<file path="src/rtl/uart_rx.sv">
// ---------------------------------------------------------------------------
// uart_rx
// Receive side of the host/player radio link. Deserializes 8N1 UART frames
// (LSB first) into bytes and hands them to the game FSM through a
// ready/acknowledge pair. Framing and overrun problems are reported as
// sticky flags.
//
// Parameters
//   CLKS_PER_BIT : system clocks per bit time (>= 4)
//
// Ports
//   clk         : system clock, rising edge
//   nRst        : asynchronous active-low reset
//   rx_serial   : serial line, idle high, asynchronous to clk
//   ack         : consumer has taken rx_data
//   rx_data     : last valid byte received
//   data_ready  : rx_data holds an unacknowledged byte
//   framing_err : last frame's stop bit sampled low (sticky)
//   overrun_err : a byte was overwritten before it was acknowledged (sticky)
//   busy        : receiver is not idle
// ---------------------------------------------------------------------------
module uart_rx #(
  parameter int CLKS_PER_BIT = 1250
) (
  input  logic       clk,
  input  logic       nRst,
  input  logic       rx_serial,
  input  logic       ack,
  output logic [7:0] rx_data,
  output logic       data_ready,
  output logic       framing_err,
  output logic       overrun_err,
  output logic       busy
);

  localparam int HALF = CLKS_PER_BIT / 2;
  localparam int CW   = $clog2(CLKS_PER_BIT);
  localparam logic [CW-1:0] HALF_M1 = CW'(HALF - 1);
  localparam logic [CW-1:0] FULL_M1 = CW'(CLKS_PER_BIT - 1);

  typedef enum logic [2:0] {
    IDLE,
    START,
    DATA,
    STOP,
    WAIT_HIGH
  } state_t;

  state_t          r_state;
  state_t          w_nextState;
  logic [1:0]      r_sync;
  logic [CW-1:0]   r_cnt;
  logic [2:0]      r_idx;
  logic [7:0]      r_shift;
  logic [7:0]      r_rxData;
  logic            r_dataReady;
  logic            r_framingErr;
  logic            r_overrunErr;
  logic            r_busy;

  logic            w_rxS;
  logic            w_cntClr;
  logic            w_idxClr;
  logic            w_shift;
  logic            w_load;
  logic            w_frameErr;

  assign w_rxS = r_sync[1];

  // Two-flop synchronizer; resets to the idle (high) line level so that
  // reset release never looks like a start bit.
  always_ff @(posedge clk or negedge nRst) begin
    if (!nRst) begin
      r_sync <= 2'b11;
    end else begin
      r_sync <= {r_sync[0], rx_serial};
    end
  end

  always_ff @(posedge clk or negedge nRst) begin
    if (!nRst) begin
      r_state <= IDLE;
    end else begin
      r_state <= w_nextState;
    end
  end

  always_comb begin
    w_nextState = r_state;
    w_cntClr    = 1'b0;
    w_idxClr    = 1'b0;
    w_shift     = 1'b0;
    w_load      = 1'b0;
    w_frameErr  = 1'b0;
    case (r_state)
      IDLE: begin
        w_cntClr = 1'b1;
        if (!w_rxS) w_nextState = START;
      end
      START: begin
        // Mid-start-bit check: a line that is already high again was a glitch.
        if (r_cnt == HALF_M1) begin
          w_cntClr = 1'b1;
          w_idxClr = 1'b1;
          w_nextState = w_rxS ? IDLE : DATA;
        end
      end
      DATA: begin
        if (r_cnt == FULL_M1) begin
          w_cntClr = 1'b1;
          w_shift  = 1'b1;
          if (r_idx == 3'd7) w_nextState = STOP;
        end
      end
      STOP: begin
        if (r_cnt == FULL_M1) begin
          w_cntClr = 1'b1;
          if (w_rxS) begin
            w_load      = 1'b1;
            w_nextState = IDLE;
          end else begin
            w_frameErr  = 1'b1;
            w_nextState = WAIT_HIGH;
          end
        end
      end
      WAIT_HIGH: begin
        // A held-low line (break) must not be decoded as repeated 0x00 frames.
        w_cntClr = 1'b1;
        if (w_rxS) w_nextState = IDLE;
      end
      default: begin
        w_nextState = IDLE;
      end
    endcase
  end

  always_ff @(posedge clk or negedge nRst) begin
    if (!nRst) begin
      r_cnt   <= '0;
      r_idx   <= 3'd0;
      r_shift <= 8'h00;
    end else begin
      if (w_cntClr) r_cnt <= '0;
      else          r_cnt <= r_cnt + CW'(1);

      if (w_idxClr)     r_idx <= 3'd0;
      else if (w_shift) r_idx <= r_idx + 3'd1;

      if (w_shift) r_shift <= {w_rxS, r_shift[7:1]};
    end
  end

  // A new byte landing on the same edge as ack wins: the byte stays pending
  // and any previous overrun is considered acknowledged.
  always_ff @(posedge clk or negedge nRst) begin
    if (!nRst) begin
      r_rxData     <= 8'h00;
      r_dataReady  <= 1'b0;
      r_framingErr <= 1'b0;
      r_overrunErr <= 1'b0;
      r_busy       <= 1'b0;
    end else begin
      r_busy <= (w_nextState != IDLE);
      if (w_load) begin
        r_rxData     <= r_shift;
        r_dataReady  <= 1'b1;
        r_framingErr <= 1'b0;
        if (r_dataReady && !ack)     r_overrunErr <= 1'b1;
        else if (r_dataReady && ack) r_overrunErr <= 1'b0;
      end else begin
        if (w_frameErr) r_framingErr <= 1'b1;
        if (ack && r_dataReady) begin
          r_dataReady  <= 1'b0;
          r_overrunErr <= 1'b0;
        end
      end
    end
  end

  assign rx_data     = r_rxData;
  assign data_ready  = r_dataReady;
  assign framing_err = r_framingErr;
  assign overrun_err = r_overrunErr;
  assign busy        = r_busy;

endmodule

</file>
<file path="config.mk">
export PLATFORM = sky130hd
export DESIGN_NAME = uart_rx
export DESIGN_NICKNAME = d
export VERILOG_FILES = /design/src/rtl/uart_rx.sv
export SDC_FILE = /design/constraint.sdc
export NUM_CORES = 1
export LEC_CHECK = 0
export BUFFER_PORTS_ARGS = -buffer_cell sky130_fd_sc_hd__buf_4
export CAP_MARGIN = 15
export CORE_MARGIN = 1
export CORE_UTILIZATION = 46
export DETAILED_ROUTE_END_ITERATION = 6
export REMOVE_ABC_BUFFERS = 1
export SYNTH_ARGS = -nofsm -noshare
export SYNTH_HDL_FRONTEND = slang
export SYNTH_SLANG_ARGS = --single-unit
export TNS_END_PERCENT = 30
</file>
<file path="constraint.sdc">
create_clock -name clk -period 5.3 [get_ports clk]
set_input_delay 0.265 -clock clk [delete_from_list [all_inputs] [get_ports clk]]
set_output_delay 0.265 -clock clk [all_outputs]
set_load 0.02 [all_outputs]
</file>
==> flow_metrics.tcl <==
set metrics [dict create \
    max_freq_mhz 481 \
    drv_cap 0 \
    power.total_uw 499 \
    route.top_layer_used "met4" \
    critPathKind "reg -> reg" \
    skew_ns 0.00688 \
    timing.hold.ws_ns 0.0873 \
    die_h_um 64.1 \
    synth_area_um2 1780 \
    synth-seq-cells 39 \
    wl_per_cell_um 13.4 \
    synthFlopType "dfrtp_1" \
    fp-row-count 22 \
    max_slew_margin_pct 44.1 \
    gp_congestion 0.763 \
    root_buffer "clkbuf_8" \
    cts_tree "done" \
    met1_length_um 1370 \
    dp_cells 204 \
    setup_viol 0 \
    synthCells 145 \
    r2r_end "r_cnt[3]" \
    cts_setup_buffers 0 \
    postCtsResizedCells 0 \
    cp.required_ns 5.43 \
    grt_overflow 0 \
    syn_area_per_cell_um2 12.2 \
    yosysSeqAreaShare_pct 55.1 \
    gr-usage-all-layers_pct 16.2 \
    hp-class "in -> reg" \
    synth_cell_types 39 \
    io-pin-count 16 \
    fin_crit_sh_pct 39.2 \
    via_count 1141 \
    worstRegToRegCells 6 \
    n_antenna_cell 0 \
    hp-start "rx_serial" \
    holdPathStages 1 \
    nets 173 \
    hold_path_end "r_sync[0]" \
    ys_warn_count 0 \
    first_iter_violations 62 \
    worst_pin_slew_ns 0.835 \
    grt_max_degree 40 \
    cts_sinks 39 \
    design.core.area_um2 3690 \
    layout-drive-gt1-share_pct 29.1 \
    cts_buffer_depth 2 \
    fp.dieW_um 64.1 \
    ctsHoldBuffers 1 \
    startpoint_type "flip-flop" \
    mostFrequentLayoutCell "dfrtp_1" \
    powerDensity_nw_per_um2 247 \
    power_leakage_uw 0.000978 \
    min_period_ns 2.08 \
    vias_per_cell 5.36 \
    finalHoldViolations 0 \
    mostFrequentLayoutCells "dfrtp_1 (37), mux2_2 (16), buf_4 (15)" \
    rsz0062_at_grt "false" \
    grt_pass1_vias 1070 \
    cp-end-kind "flip-flop" \
    h-tree-depth 2 \
    drtAntennaViolNets 0 \
    grt_pass1_wl_um 5000 \
    final_cells 213 \
    worstReg2RegStart "r_cnt[0]" \
    antenna_found_initial 0 \
    cts.clk_slew.worst_paths_ns 0.07 \
    clkLatencyLatePin_ns 0.28 \
    crit_arrival_ns 2.21 \
    peakVddDrop_v 0.000157 \
    post-route-drc-count 0 \
    io_buffers 15 \
    slew_viol_final 0 \
    r2r_slack_ns 3.22 \
    cts_inserted_buffers 5 \
    wl_met3_um 117 \
    initial_core_util_pct 48.1 \
    async_reset_ff_share_pct 100 \
    place_hpwl_um 2020 \
    fp.dieArea_um2 4110 \
    drtPass1Iterations 4 \
    status "finished clean" \
    wl_met2_um 1300 \
    wl_um 2850 \
    path_max_fanout 11 \
    synth-edff-count 0 \
    area_growth_pct 14.1 \
    fin_setup_tns_ns 0 \
]
[cell type report]
| class | count | area, um2 |
|---|---|---|
| clock inverters | 2 | 12.5 |
| well taps | 48 | 60.1 |
| clock buffers | 6 | 72.6 |
| inverters | 6 | 22.5 |
| repair buffers | 16 | 123 |
| multi-input cells | 96 | 757 |
| fillers | 328 | 1660 |
| flip-flops and latches | 39 | 978 |
[cells in the mapped netlist (all sizes together), types with 2 or more instances]
library cell	n	area (um2)
mux2	16	180
mux2i	2	20.0
nor3	4	53.8
buf	2	10.0
nor2	13	48.8
clkbuf	2	7.51
and3	2	13.8
nand3	5	37.5
inv	6	22.5
xor2	7	61.3
nor2b	2	12.5
o21ai	2	10.0
dfstp	2	52.6
dfrtp	37	926
xnor2	2	17.5
nand2b	2	12.5
and2	2	12.5
ha	5	62.6
a21boi	2	15.0
or2	2	12.5
a21o	2	15.0
nand4	6	37.5
nand2	7	26.3
[worst max path at each step]
stage	startpoint	slack (ns)	cells past startpoint	end
global placement	r_cnt[1]	3.34	6	rx_data[7]
CTS	r_cnt[1]	3.20	6	r_cnt[3]
detailed placement	r_cnt[1]	3.20	6	r_cnt[10]
global route	r_cnt[1]	2.99	6	r_cnt[6]
floorplan	r_cnt[1]	3.48	6	r_shift[0]
finish	r_cnt[0]	3.22	6	r_cnt[3]
[through the flow]
| stage | utilization [%] | setup slack, ns | cell area, um2 |
|---|---|---|---|
| after floorplan | - | 3.48 | 1760 |
| after global placement | 52.3 | 3.34 | 1930 |
| after detailed placement | 52.3 | 3.20 | 1930 |
| after CTS | 54.9 | 3.20 | 2030 |
| after global routing | 54.9 | 2.99 | 2030 |
| final | 54.9 | 3.22 | 2030 |
[state kept, by name, summed over array words and instances (netlist names), named ones only]
signal,cells
r_cnt,11
r_shift,8
rx_data,8
r_idx,3
r_state,3
r_sync,2
busy,1
data_ready,1
framing_err,1
[logic make-up (layout without fill, tap and decap cells)]
| family | after synthesis | after routing | synth area share (%) |
|---|---|---|---|
| buf+inv | 10 | 30 | 2.26 |
| xor+xnor | 9 | 9 | 4.44 |
| simple gates | 51 | 51 | 18.0 |
| flops | 39 | 39 | 55.1 |
| compound gates | 13 | 13 | 5.36 |
| fa+ha+maj | 5 | 5 | 3.52 |
| mux | 18 | 18 | 11.3 |
[layer usage]
metal	up-vias	GRT usage, %
met5	-	0
met4	0	8.33
met3	7	3.93
met2	27	24.9
met1	559	21.2
li1	548	-
[report_power, final]
group | internal, uW | switching, uW | total (uW)
registers | 299 | 0.848 | 300
clock network | 91.9 | 99.2 | 191
logic | 2.36 | 6.32 | 8.69
[critical path, cell delays in order, from the launching register on]
cell and delay, ns:
dfrtp_1 0.44, inv_1 0.08, ha_1 0.13, nor4bb_1 0.34, nand4_1 0.32, o211ai_1 0.49
nor2_1 0.12
Power figures use the tool's default switching activity.
